===== src/rtl/mem_arb_pkg.sv =====
// Shared types and defaults for the unified memory port arbiter.
// Contents: owner_e tags the requester whose read data returns next cycle;
//           STARVE_MAX_DEF is the default fetch starvation limit.
package mem_arb_pkg;

  // Who owns the response coming back from the memory on the next cycle.
  typedef enum logic [1:0] {
    OWN_NONE = 2'd0,
    OWN_IF   = 2'd1,
    OWN_LS   = 2'd2
  } owner_e;

  // Consecutive denied fetch cycles tolerated before fetch is forced to win.
  localparam int unsigned STARVE_MAX_DEF = 4;

endpackage : mem_arb_pkg


===== src/rtl/arb_starve_cnt.sv =====
// Fetch starvation counter: counts consecutive cycles where fetch requests
// but is not granted, saturating at STARVE_MAX; o_force_if is raised while
// the count sits at the limit so that fetch wins the next contested cycle.
// Ports: clk/rst_n (async active-low), i_if_req, i_if_gnt in; o_force_if out.
module arb_starve_cnt #(
  parameter int unsigned STARVE_MAX = 4
) (
  input  logic clk,
  input  logic rst_n,
  input  logic i_if_req,
  input  logic i_if_gnt,
  output logic o_force_if
);

  localparam int unsigned  CW      = $clog2(STARVE_MAX + 1);
  localparam logic [CW-1:0] CNT_MAX = CW'(STARVE_MAX);

  logic [CW-1:0] r_cnt;

  // Any grant or a dropped request ends the starvation episode.
  always_ff @(posedge clk or negedge rst_n) begin
    if (!rst_n) begin
      r_cnt <= '0;
    end else if (!i_if_req || i_if_gnt) begin
      r_cnt <= '0;
    end else if (r_cnt != CNT_MAX) begin
      r_cnt <= r_cnt + 1'b1;
    end
  end

  assign o_force_if = (r_cnt == CNT_MAX);

endmodule : arb_starve_cnt


===== src/rtl/mem_port_arbiter.sv =====
// Shares one single-port synchronous memory between instruction fetch (IF)
// and load/store (LS). Grant is combinational (LS priority); the read
// response is steered to the owning requester one cycle after the grant.
// Ports: clk, reset (async active-low); if_* fetch port; ls_* load/store
// port; mem_* memory port (mem_rdata valid the cycle after a read strobe).
// Build option: define ARB_STARVE_GUARD_EN to let a fetch starved for
// STARVE_MAX consecutive cycles win the next contested cycle.
module mem_port_arbiter
  import mem_arb_pkg::*;
#(
  parameter int unsigned N          = 32,
  parameter int unsigned AW         = 32,
  parameter int unsigned STARVE_MAX = STARVE_MAX_DEF
) (
  input  logic          clk,
  input  logic          reset,
  // instruction fetch requester
  input  logic          if_req,
  input  logic [AW-1:0] if_addr,
  output logic          if_gnt,
  output logic          if_rvalid,
  output logic [N-1:0]  if_rdata,
  // load/store requester
  input  logic          ls_req,
  input  logic          ls_we,
  input  logic [AW-1:0] ls_addr,
  input  logic [N-1:0]  ls_wdata,
  output logic          ls_gnt,
  output logic          ls_rvalid,
  output logic [N-1:0]  ls_rdata,
  // memory port
  output logic          mem_en,
  output logic          mem_we,
  output logic [AW-1:0] mem_addr,
  output logic [N-1:0]  mem_wdata,
  input  logic [N-1:0]  mem_rdata
);

  if (STARVE_MAX < 1) begin : g_bad_starve_max
    $error("mem_port_arbiter: STARVE_MAX must be at least 1");
  end

  logic   w_force_if;
  logic   w_if_win;
  logic   w_ls_win;
  owner_e w_owner_nxt;
  owner_e r_owner;
  logic   r_ls_store;

  // ---------------------------------------------------------------------
  // Starvation guard
  // ---------------------------------------------------------------------
`ifdef ARB_STARVE_GUARD_EN
  arb_starve_cnt #(
    .STARVE_MAX (STARVE_MAX)
  ) u_starve_cnt (
    .clk        (clk),
    .rst_n      (reset),
    .i_if_req   (if_req),
    .i_if_gnt   (if_gnt),
    .o_force_if (w_force_if)
  );
`else
  assign w_force_if = 1'b0;
`endif

  // ---------------------------------------------------------------------
  // Grant: LS wins contention unless the guard forces IF. Grants are
  // gated with reset so nothing reaches the memory while reset is low.
  // ---------------------------------------------------------------------
  assign w_if_win = if_req & (~ls_req | w_force_if);
  assign w_ls_win = ls_req & ~w_if_win;

  assign if_gnt = reset & w_if_win;
  assign ls_gnt = reset & w_ls_win;

  // ---------------------------------------------------------------------
  // Memory port, driven from the winner in the same cycle
  // ---------------------------------------------------------------------
  assign mem_en = if_gnt | ls_gnt;
  assign mem_we = ls_gnt & ls_we;

  always_comb begin
    mem_addr = '0;
    if (ls_gnt) begin
      mem_addr = ls_addr;
    end else if (if_gnt) begin
      mem_addr = if_addr;
    end
  end

  assign mem_wdata = mem_we ? ls_wdata : '0;

  // ---------------------------------------------------------------------
  // Response owner: tracks the single access in flight. A new grant and
  // the previous cycle's response overlap freely since the memory
  // returns data in exactly one cycle.
  // ---------------------------------------------------------------------
  always_comb begin
    w_owner_nxt = OWN_NONE;
    if (if_gnt) begin
      w_owner_nxt = OWN_IF;
    end else if (ls_gnt) begin
      w_owner_nxt = OWN_LS;
    end
  end

  // Reset drops any outstanding response, so no rvalid follows release.
  always_ff @(posedge clk or negedge reset) begin
    if (!reset) begin
      r_owner    <= OWN_NONE;
      r_ls_store <= 1'b0;
    end else begin
      r_owner    <= w_owner_nxt;
      r_ls_store <= ls_gnt & ls_we;
    end
  end

  // ---------------------------------------------------------------------
  // Response steering; idle rdata outputs read 0. A store ack carries 0
  // rather than whatever stale data the memory holds on its output.
  // ---------------------------------------------------------------------
  assign if_rvalid = (r_owner == OWN_IF);
  assign ls_rvalid = (r_owner == OWN_LS);

  assign if_rdata = if_rvalid ? mem_rdata : '0;
  assign ls_rdata = (ls_rvalid && !r_ls_store) ? mem_rdata : '0;

endmodule : mem_port_arbiter


===== config.mk =====
export PLATFORM = sky130hd
export DESIGN_NAME = mem_port_arbiter
export DESIGN_NICKNAME = d
export VERILOG_FILES = /design/src/rtl/mem_arb_pkg.sv /design/src/rtl/arb_starve_cnt.sv /design/src/rtl/mem_port_arbiter.sv
export SDC_FILE = /design/constraint.sdc
export NUM_CORES = 1
export LEC_CHECK = 0
export CAP_MARGIN = 0
export CORE_AREA = 2 2 102 104
export CTS_BUF_LIST = sky130_fd_sc_hd__clkbuf_4 sky130_fd_sc_hd__clkbuf_8
export DETAILED_ROUTE_END_ITERATION = 10
export DIE_AREA = 0 0 104 106
export GPL_ROUTABILITY_DRIVEN = 0
export PLACE_DENSITY = 0.68
export SLEW_MARGIN = 10
export SYNTH_ARGS = -nofsm -noshare
export SYNTH_HDL_FRONTEND = slang
export SYNTH_SLANG_ARGS = --single-unit

===== constraint.sdc =====
create_clock -name clk -period 1.36 [get_ports clk]
set_clock_uncertainty 0.15 [all_clocks]
set_input_delay 0.136 -clock clk [delete_from_list [all_inputs] [get_ports clk]]
set_output_delay 0.136 -clock clk [all_outputs]
set_load 0.01 [all_outputs]

# Yosys cells after proc, flatten, opt, wreduce, memory -nomap -nowiden
# Index checks and enable logic that the tools add are counted.
# totals
out_inout_bits	134
n_memories	0
romBits	0
mem_bits_rw	0
latchBits	0
register_bits	3
input_bits	133
# classes
n_bitwise	8
reduce_logical	2
eq_ne	2
n_mux	7
div	0
add_sub_neg	0
multipliers	0
order_cmp	0
n_shift	0
# op_table
operator	n
2-to-1 mux 32 bit	5
bitwise AND 1 bit	5
2-to-1 mux 2 bit	2
== test 2 x 1 -> 1 bit (second input constant)	1
== test 2 bit (second input constant)	1
NOT 1 bit	2
logical AND 1 bit	1
logical NOT 1 bit	1
bitwise OR 1 bit	1

# Logic depth before layout (Yosys ltp)
# Gate-level depths: netlist of run 1.
# depth
ltp_word	7
mapped_depth	4
mapped_depth_nobuf	2

# Worst setup path after synthesis of run 1
# No wires, ideal clock.
# synth_timing
kind	register to output
start	reg r_owner[0]
end	out ls_rdata[0]
stages_incl_launch_ff	4
t_arrival_ns	0.989
required_ns	1.074
setup_slack_ns	0.085
cell_sequence	dfrtp_1 nor3b_2 clkbuf_2 and2_1
# synth_via
elab_chain_len	3
# synth_lines
item	line_no	rtl
start: declaration	mem_port_arbiter.sv:47	owner_e r_owner;
start signal: assignment	mem_port_arbiter.sv:114	r_owner <= w_owner_nxt;
== test 2 bit	mem_port_arbiter.sv:124	assign ls_rvalid = (r_owner == OWN_LS);
logical AND 1 bit	mem_port_arbiter.sv:127	assign ls_rdata = (ls_rvalid && !r_ls_store) ? mem_rdata : '0;
2-to-1 mux 32 bit	mem_port_arbiter.sv:127	
end: declaration	mem_port_arbiter.sv:30	output logic [N-1:0] ls_rdata,
# Every way passes these cells.

# Worst setup path after layout of run 1
# layout_timing
start	reg r_owner[0]
end	out ls_rdata[6]
# Same word-level chain as after synthesis.

==> metrics, run 1 <==
Critical Path Source r_owner[0]; CP endpoint kind output port; Synth Register Bits 3; drt pass-1 iters 4; Final WS setup -0.378 ns; 1st-iter DRT viols roughly 90; period utilization 1.28; ranking of synthesized cells by area and2_1, a32o_1, dfrtp_1; post-synth cell types 15; Slew HR 0.837; Final min period around 1.7 ns; sequential share of the synthesized area 0.0610; Net Count, Synth a little under 300; initial antenna violation count 0; top-count cell post-synth and2_1; post-place instance area between 0.004 and 0.005 mm^2; total grt overflow 0; hold endpoint r_owner[1]; most frequent CP cell buf_6; ratio of cells with drive above 1 in the final layout 0.560; outcome finished with violations; clk buf depth 2; top cells by count, synth and2_1, a32o_1, clkbuf_2; synth warn 0; leakage dissipation about 2.2 nW; Post-Place Worst Slack -0.764 ns; die area approximately 0.011 mm^2; Worst EP arrival ~1.5 ns; maximum VDD drop 0.363 mV; class of the worst hold path in2reg; WL final ~9600 um; GRT Util Overall 0.158; post-synth top area share 0.498; first-pass GRT wire length approximately 14000 um; worst hold stages 2; TritonCTS clock tree done; Remaining DRCs 0; vias in the first global route about 2600; WP data required 1.07 ns; post-route design area around 0.0046 mm^2; post-route core utilization 0.458; I/O pin cnt ~270; asr flop ratio synth 1.00; CP max stage delay roughly 0.37 ns; Crit path buffers/inverters 4; Critical Path Fanout Max 8; Syn Area/Cell roughly 7.6 um^2; Placement Rows 37; ys flop type dfrtp_1; # setup viols final 65; cell taking the most area after synthesis and2_1; largest net degree at the start of global routing 25; Detail Route Antenna Nets 0; area growth from synthesis to layout 272%; failing checks negative setup slack; Startpoint Class register; Syn Inst Count ~160; setup TNS -21.66 ns; Power Dens Cells 343 mW/mm^2; Die Width 104 um; wire per inst around 16 um; CTS buffer count 3; FMAX around 580 MHz; CTS clock-pin slew for the worst setup and hold paths 0.04 ns; Post-Syn Area ~0.0012 mm^2; vias per std cell 4.12; Die Y around 110 um; H-tree levels 1; NumNets Final 582; critical path's top delay family buffers and inverters; Fin Hold WS roughly 0.051 ns; min-delay src ls_req; Vias between 2000 and 2500; crit-path cells buf_6 -> nor3b_4 -> buf_6 -> buf_12 -> and2_4 -> buf_6; Max Slew Vio Count 0; Worst Max-Slew Pin Slew between 0.2 and 0.25 ns; CP Class reg2out; number of diodes 0; Final Hold Violating Endpoints 0; clock sink total 3; RSZ-0062 raised after global routing true; critical path's slowest cell dfrtp_1; Core ar. ~0.010 mm^2; clk root buf clkbuf_8; hpwl dp 6510 um; MaxCap Viol Count 0; IO buf count between 200 and 300; Starting Density 0.123; number of synthesized flops with an enable pin 0
final cells by class:
type                    instances  area [um^2]
clock buffers                   4         48.8
well taps                     136          170
flip-flops and latches          3         75.1
repair buffers                304         3100
fillers                       990         5420
multi-input cells             137         1190
stage by stage:
step / cells / total power [mW]
after floorplan: 161 / 0.396
after global placement: 554 / 1.11
after detailed placement: 554 / 1.12
after CTS: 588 / 1.53
after global routing: 584 / 1.66
final: 584 / 1.57
state kept, by name, indices dropped and copies added, names as in the netlist:
signal,cells
r_ls_store,1
r_owner,2
metal layers:
layer / wire length [um] / GRT usage
met1: 3540 / 0.177
met2: 5250 / 0.305
met3: 674 / 0.0386
met4: 91 / 0.0270
met5: 0 / 0
report_power, final:
| group | switching, mW | total [mW] | internal, mW | leakage [nW] |
|---|---|---|---|---|
| sequential | 0.00247 | 0.0962 | 0.0937 | 0.0398 |
| clock | 0.0579 | 0.278 | 0.220 | 0.0262 |
| combinational | 0.399 | 1.20 | 0.799 | 2.09 |
| total | 0.459 | 1.57 | 1.11 | 2.15 |
placed cells by master, fill, tap and decap left out, types with 3 or more instances in the layout:
cell type,synthesis,layout
buf_16,0,9
clkdlybuf4s50_1,0,128
and2_1,98,29
and2_4,0,69
buf_6,5,79
buf_2,4,57
a32o_1,30,30
dfrtp_1,3,3
clkdlybuf4s15_1,0,3
buf_12,0,8
clkbuf_2,7,3
clkbuf_8,0,3
buf_8,3,4
buf_4,0,7
how the worst max path moves through the flow:
| stage | to | slack, ns | cells past startpoint |
|---|---|---|---|
| 6_report | ls_rdata[6] | -0.38 | 6 |
| 5_1_grt | ls_rdata[6] | -0.44 | 6 |
| 2_1_floorplan | ls_rdata[0] | 0.08 | 3 |
| 3_5_place_dp | mem_wdata[12] | -0.76 | 5 |
| 4_1_cts | ls_rdata[11] | -0.46 | 7 |
| 3_3_place_gp | mem_addr[12] | -0.77 | 5 |
what timing repair did:
action | 4_1_cts | 5_1_grt
gates cloned | 12 | 1
setup endpoints to repair | 134 | 127
pin swaps | 60 | 35
endpoints found under the hold margin | 3 | 0
buffers inserted | 17 | 0
resized for setup | 617 | 102
hold buffers | 1 | 0
kinds of logic (layout without fill, tap and decap cells):
family / after synthesis / in the layout / share of synthesized area
simple gates: 104 / 104 / 0.537
compound gates: 33 / 33 / 0.269
buf+inv: 21 / 308 / 0.133
flops: 3 / 3 / 0.0610
No activity file was read; power rests on OpenSTA's default activity.
==> run 2, diff against run 1 <==
--- a/config.mk
+++ b/config.mk
@@ -5,6 +5,7 @@
 export SDC_FILE = /design/constraint.sdc
 export NUM_CORES = 1
 export LEC_CHECK = 0
+export ABC_CLOCK_PERIOD_IN_PS = 1360
 export CAP_MARGIN = 0
 export CORE_AREA = 2 2 102 104
 export CTS_BUF_LIST = sky130_fd_sc_hd__clkbuf_4 sky130_fd_sc_hd__clkbuf_8
@@ -12,7 +13,7 @@
 export DIE_AREA = 0 0 104 106
 export GPL_ROUTABILITY_DRIVEN = 0
 export PLACE_DENSITY = 0.68
-export SLEW_MARGIN = 10
+export SLEW_MARGIN = 40
 export SYNTH_ARGS = -nofsm -noshare
 export SYNTH_HDL_FRONTEND = slang
 export SYNTH_SLANG_ARGS = --single-unit
==> results of run 2 <==
The final DEF is identical to that of run 1; final timing and power are the same.
==> run 3, diff against run 2 <==
--- a/config.mk
+++ b/config.mk
@@ -5,14 +5,14 @@
 export SDC_FILE = /design/constraint.sdc
 export NUM_CORES = 1
 export LEC_CHECK = 0
-export ABC_CLOCK_PERIOD_IN_PS = 1360
+export ABC_CLOCK_PERIOD_IN_PS = 1490
 export CAP_MARGIN = 0
 export CORE_AREA = 2 2 102 104
 export CTS_BUF_LIST = sky130_fd_sc_hd__clkbuf_4 sky130_fd_sc_hd__clkbuf_8
 export DETAILED_ROUTE_END_ITERATION = 10
 export DIE_AREA = 0 0 104 106
 export GPL_ROUTABILITY_DRIVEN = 0
-export PLACE_DENSITY = 0.68
+export PLACE_DENSITY = 0.71
 export SLEW_MARGIN = 40
 export SYNTH_ARGS = -nofsm -noshare
 export SYNTH_HDL_FRONTEND = slang
==> constraint.sdc (replaced) <==
create_clock -name clk -period 1.49 [get_ports clk]
set_clock_uncertainty 0.15 [all_clocks]
set_input_delay 0.149 -clock clk [delete_from_list [all_inputs] [get_ports clk]]
set_output_delay 0.149 -clock clk [all_outputs]
set_load 0.01 [all_outputs]
==> run 3 against run 2 <==
The flow still finishes with violations (negative setup slack). Total power is 13% lower. Worst setup slack better by 0.17 ns. Critical path type unchanged. Utilization decreased by 2.6 points. First-iteration DRC count fell by 29%. Clock-buffer cell count unchanged. Via count is 0.83% lower. Routed wire length down 0.47%. Combinational power shrank 14%. Design area is 5.7% lower. Largest cell class unchanged. Clock power shrank 9.0%.
==> metrics, run 3 (synthesis gave the netlist of run 1 again) <==
failing checks negative setup slack; Final WS setup -0.207 ns; Critical Path Fanout Max 8; Final min period 1.70 ns; IO buf count about 270; max reg flops 2; Critical Path Source r_owner[0]; clock sink total 3; register with the highest flop count r_owner; post-route design area approximately 0.0043 mm^2; Vias roughly 2400; RSZ-0062 raised after global routing true; Worst Max-Slew Pin Slew between 0.2 and 0.25 ns; area growth from synthesis to layout 251%; # setup viols final 65; Crit path buffers/inverters 3; worst hold stages 2; most frequent cells in the layout clkdlybuf4s50_1, buf_2, buf_6; sw power approximately 0.4 mW; vias per std cell about 4.2; Die Y roughly 110 um; outcome finished with violations; FMAX between 500 and 600 MHz; class of the worst hold path in2reg; hold endpoint r_owner[1]; first-pass GRT wire length ~14000 um; Worst EP arrival between 1 and 1.5 ns; drt pass-1 iters 4; MaxCap Viol Count 0; Final Hold Violating Endpoints 0; hpwl dp approximately 6700 um; CP endpoint kind output port; Flop pwr share 0.065; Power Dens Cells roughly 320 mW/mm^2; Detail Route Antenna Nets 0; CP Class reg2out; non-filler cells, final ~580; WP data required 1.19 ns; Starting Density 0.123; maximum VDD drop about 0.17 mV; critical path's slowest cell dfrtp_1; Slew HR 0.866; vias in the first global route ~2400; Placed Cells incl. Taps between 500 and 600; crit-path cells nor3b_4 -> buf_6 -> buf_16 -> and2_4 -> buf_6; Placement Rows 37; Clock power frac 0.185; leakage dissipation 2.08 nW; largest net degree at the start of global routing 34; sw frac 0.295; CTS buffer count 3; most common cell after layout, fill and taps aside clkdlybuf4s50_1; CTS clock-pin slew for the worst setup and hold paths 0.03 ns; Remaining DRCs 0; period utilization 1.14; H-tree levels 1; initial antenna violation count 0; die area between 0.01 and 0.015 mm^2; WL final ~9500 um; Startpoint Class register; Die Width 104 um; TritonCTS clock tree done; most frequent CP cell buf_6; Tot Pwr between 1 and 1.5 mW; critical path's top delay family flip-flops; 1st-iter DRT viols 65; largest registers r_owner (2), r_ls_store (1); Combinational Power Share 0.750; clk root buf clkbuf_8; setup TNS -10.28 ns; clk buf depth 2; fillers ~1000; wire per inst 16.5 um; Core ar. 0.0100 mm^2; internal power ~0.97 mW; NumNets Final ~570; min-delay src ls_req; ratio of cells with drive above 1 in the final layout 0.490; I/O pin cnt 267; Max Slew Vio Count 0; GRT Util Overall 0.157; post-place instance area 0.00403 mm^2; CP max stage delay about 0.41 ns; number of diodes 0; total grt overflow 0
-- run 3: how the worst max path moves through the flow --
| stage | cells past startpoint | slack [ns] | to |
|---|---|---|---|
| after global routing | 5 | -0.27 | ls_rdata[25] |
| after floorplan | 3 | 0.20 | ls_rdata[0] |
| after detailed placement | 5 | -0.68 | mem_addr[20] |
| after CTS | 5 | -0.20 | ls_rdata[12] |
| after global placement | 5 | -0.70 | mem_addr[20] |
| final | 5 | -0.21 | ls_rdata[30] |
-- run 3: what timing repair did --
item                       in CTS  in global routing
setup endpoints to repair     134                 93
hold endpoints to repair        3                  0
cloned                         11                  1
pin swaps                      44                  8
hold buffers                    1                  0
gates resized for setup       589                 50
setup buffers                  11                  0
-- run 3: metal layers --
layer / GRT usage / routed length (um) / vias up
met2: 0.299 / 5060 / 171
met5: 0 / 0 / -
met4: 0.0328 / 72 / 0
li1: - / - / 1133
met3: 0.0521 / 908 / 6
met1: 0.167 / 3460 / 1078
-- run 3: final cells by class --
class                   count  area, um^2  share of cell area
repair buffers            295        2880               0.666
multi-input cells         137        1140               0.265
well taps                 136         170              0.0394
flip-flops and latches      3        75.1              0.0174
clock buffers               4        48.8              0.0113
-- run 3: power by group through the flow --
stage | registers [mW] | clock network [mW] | logic [mW]
2_1_floorplan | 0.0881 | 0 | 0.274
3_3_place_gp | 0.0883 | 0 | 0.920
3_5_place_dp | 0.0885 | 0 | 0.930
4_1_cts | 0.0885 | 0.259 | 1.01
5_1_grt | 0.0895 | 0.260 | 1.09
6_report | 0.0887 | 0.253 | 1.03
-- run 3: per-stage QoR --
step	hold slack [ns]	util	setup slack, ns
5_1_grt	0.131	0.431	-0.272
2_1_floorplan	-0.297	-	0.202
4_1_cts	0.105	0.419	-0.202
6_report	0.105	0.431	-0.207
3_5_place_dp	0.350	0.403	-0.679
3_3_place_gp	0.349	0.403	-0.695
==> patch 1 (settings of run 3) <==
Change the parameter `AW` from 32 to 16.
--- a/src/rtl/mem_port_arbiter.sv
+++ b/src/rtl/mem_port_arbiter.sv
@@ -9,7 +9,7 @@
   import mem_arb_pkg::*;
 #(
   parameter int unsigned N          = 32,
-  parameter int unsigned AW         = 32,
+  parameter int unsigned AW         = 16,
   parameter int unsigned STARVE_MAX = STARVE_MAX_DEF
 ) (
   input  logic          clk,
Interface: changed (resized if_addr, ls_addr and mem_addr); port bits go from 267 to 219. The function was not compared with the original's and may differ.
==> patch 1 against run 3 <==
- the run still ends with negative setup slack left
- sequential power about the same
- final cell count decreased by 11%
- design area decreased by 9.5%
- worst hold slack got worse by 0.0043 ns
- total power decreased by 12%
- sequential cell count unchanged
- worst setup slack got worse by 0.074 ns
- sequential share of layout area increased by 0.18 points
- die area unchanged
- maximum frequency decreased by 4.2%
- area after synthesis decreased by 19%
- routed wire length decreased by 18%
- critical path type unchanged
- critical endpoint is now ls_rdata[19]
==> patch 1: results <==
set metrics [dict create \
    drt-total-wl_um 7790 \
    grt_first_pass_wirelength_um 10800 \
    grt_max_degree 18 \
    setup-tns-final_ns -15.67 \
    diodes 0 \
    nFillCells 1014 \
    violations "negative setup slack" \
    setup_violations 65 \
    fin_ws_ns -0.281 \
    clkSlewWorstSetupHoldPaths_ns 0.03 \
    drt-initial-drc-count 45 \
    cts-root-buf "clkbuf_8" \
    vdd_drop_max_v 0.000317 \
    relSlewSlack_pct 87.6 \
    place_ws_ns -0.569 \
    cpMaxStageDelayCell "dfrtp_1" \
    p_leak_nw 1.88 \
    synth_area_leaders "and2_1 62%, a32o_1 16%, dfrtp_1 7.5%" \
    place_inst 487 \
    synth_cell_type_count 11 \
    synth_common_cells "99 x and2_1, 16 x a32o_1, 7 x clkbuf_2" \
    synth_ff_type "dfrtp_1" \
    fin_cells 513 \
    worst_ep_arrival_time_ns 1.47 \
    async_reset_ff_share_pct 100 \
    placed_cell_area_um2 3380 \
    via_per_inst 3.85 \
    hold_ws_ns 0.101 \
    port_buffers 218 \
    synth_nets 240 \
    hpwl_um 5140 \
    layout.nets 479 \
    grtUsageTotal_pct 12.3 \
    status "finished, violations left" \
    min_path_type "primary input to flop" \
]
## patch 1: area by class of cell
type / instances / area, um2 / share of cell area, %
Sequential cell: 3 / 75.1 / 1.92
Tap cell: 136 / 170 / 4.36
Timing Repair Buffer: 249 / 2600 / 66.6
Clock buffer: 4 / 48.8 / 1.25
Multi-Input combinational cell: 121 / 1010 / 25.9
## patch 1: cell families after synthesis
family          after synthesis  share of synthesized area, %
flops                         3                          7.50
buf+inv                      15                          10.0
compound gates               17                          16.7
simple gates                104                          65.7
## patch 1: repair_timing
action | 4_1_cts | 5_1_grt
hold endpoints to repair | 3 | 0
resized for setup | 466 | 105
cloned | 8 | 2
hold buffers | 1 | 0
pin swaps | 26 | 29
buffers inserted | 15 | 1
setup endpoints to repair | 118 | 81
## patch 1: routing by layer
| metal | track usage, % | wire length [um] | up-vias |
|---|---|---|---|
| met5 | 0 | 0 | - |
| met4 | 2.41 | 89 | 0 |
| met3 | 3.00 | 598 | 8 |
| met2 | 25.8 | 4450 | 134 |
| met1 | 12.0 | 2650 | 896 |
| li1 | - | - | 939 |
## patch 1: report_power, final
group	internal (mW)	total, mW	switching [mW]
Sequential	0.0856	0.0886	0.00303
Combinational	0.585	0.871	0.286
Clock	0.200	0.252	0.0515
## patch 1: path summary, 6_finish.rpt
path | startpoint | depth (start not counted) | to
min in group asynchronous | reset | 3 | r_owner[0]
max in group asynchronous | reset | 3 | r_ls_store
hold / removal | ls_req | 2 | r_owner[1]
setup / recovery | r_owner[0] | 6 | ls_rdata[19]
## patch 1: critical path: cells and delay by family, from the launching register on
kind	cells	cell delay [ns]
buffers and inverters	4	0.47
DFF	1	0.40
and+or+nand+nor	2	0.38
==> patch 2 (flow settings as in run 3) <==
Made on the original files. Reset style: synchronous (`reset`), changed in one clocked block. Comments in the files are not updated.
--- a/src/rtl/mem_port_arbiter.sv
+++ b/src/rtl/mem_port_arbiter.sv
@@ -106,7 +106,7 @@
   end
 
   // Reset drops any outstanding response, so no rvalid follows release.
-  always_ff @(posedge clk or negedge reset) begin
+  always_ff @(posedge clk) begin
     if (!reset) begin
       r_owner    <= OWN_NONE;
       r_ls_store <= 1'b0;
Function: differs if reset is asserted again (counterexample within 4 cycles, from zero or initial values and one cycle with reset low); with reset held inactive, the same outputs for 10 cycles.
==> patch 2 against run 3 <==
- the run still ends with negative setup slack left
- total power down 1.2%
- worst setup slack improved by 0.12 ns
- count of clock-buffer cells in the layout stayed put
- die area did not move
- sequential cell count is the same
- routed wire length decreased by 1.9%
- area after synthesis shrank 1.3%
- synthesized cell count rose by 1.2%
- design area is 1.9% lower
- critical endpoint is now if_rdata[27]
==> patch 2: results <==
set metrics [dict create \
    p_leak_nw 2.06 \
    synth_area_leaders "and2_1 52%, a32o_1 26%, buf_6 7.4%" \
    fin_ws_ns -0.0855 \
    netSwitchingPower_mw 0.399 \
    hold_depth 3 \
    fin_crit_sh_pct 106 \
    drt-total-wl_um 9330 \
    place_ws_ns -0.694 \
    worst_slew_pin_slew_ns 0.189 \
    grt_max_degree 18 \
    async_reset_ff_share_pct 0 \
    cpMaxStageDelayCell "and2b_4" \
    status "finished, violations left" \
    wl_per_cell_um 16.2 \
    layout-drive-gt1-share_pct 48.8 \
    grt_pass1_vias 2458 \
    synth_nets 296 \
    synth-seq-area-share_pct 4.95 \
    violations "negative setup slack" \
    drt-initial-drc-count 94 \
    synth_cell_type_count 11 \
    via_per_inst 4.09 \
    holdCritStartpoint "reset" \
    setup_violations 64 \
    hpwl_um 6450 \
    holdPathEnd "r_owner[0]" \
    cp-startpoint "r_owner[1]" \
    layout.nets 575 \
    grtUsageTotal_pct 15.5 \
    syn_inst 163 \
    worst_ep_arrival_time_ns 1.28 \
]
==> patch 2: worst max-delay path by stage <==
stage / to / slack [ns] / cells after the start
3_5_place_dp: mem_addr[28] / -0.69 / 5
4_1_cts: if_rdata[10] / -0.12 / 5
2_1_floorplan: ls_rdata[10] / 0.28 / 3
6_report: if_rdata[27] / -0.09 / 4
5_1_grt: ls_rdata[22] / -0.18 / 5
3_3_place_gp: mem_addr[30] / -0.69 / 5
==> patch 2: power by group through the flow <==
stage / combinational, mW / sequential, mW / clock [mW]
3_5_place_dp: 0.930 / 0.0878 / 0
6_report: 1.01 / 0.0884 / 0.254
2_1_floorplan: 0.271 / 0.0873 / 0
4_1_cts: 0.993 / 0.0883 / 0.264
5_1_grt: 1.07 / 0.0887 / 0.279
3_3_place_gp: 0.923 / 0.0875 / 0
==> patch 2: logic make-up (layout without fill, tap and decap cells) <==
logic type | after synthesis | in the layout
DFF | 3 | 3
AOI/OAI and AO/OA | 33 | 33
and+or+nand+nor | 106 | 106
buffers and inverters | 21 | 299
==> patch 2: worst max-delay path, delay by kind of cell (launching register included) <==
| family | cells | cell delay [ns] |
|---|---|---|
| simple gates | 2 | 0.46 |
| flops | 1 | 0.31 |
| buf+inv | 2 | 0.28 |
==> patch 2: repair_timing <==
action | 4_1_cts | 5_1_grt
setup buffers | 10 | 0
gates cloned | 10 | 2
resized for setup | 581 | 70
setup endpoints to repair | 134 | 76
pin swaps | 21 | 29
==> patch 2: cell type report <==
class	count	area, um2
Clock buffer	4	48.8
Fill cell	1016	5770
Tap cell	136	170
Multi-Input combinational cell	139	1130
Timing Repair Buffer	295	2820
Sequential cell	3	63.8
==> patch 2: metrics by stage <==
stage	TNS [ns]	power, mW	cell area [um2]	hold slack, ns
after floorplan	0	0.358	1210	0.121
after global placement	-51.52	1.01	4030	0.772
after detailed placement	-52.59	1.02	4030	0.755
after CTS	-5.20	1.35	4040	0.185
after global routing	-7.61	1.44	4230	0.211
final	-3.24	1.35	4230	0.178
==> patch 2: per-layer routing <==
metal  wire length (um)  GRT usage, %  vias to the layer above
met5                  0             0                        -
met4                172          5.31                        0
met3                827          4.72                       13
met2               4890          29.3                      146
met1               3440          16.3                     1063
li1                   -             -                     1138
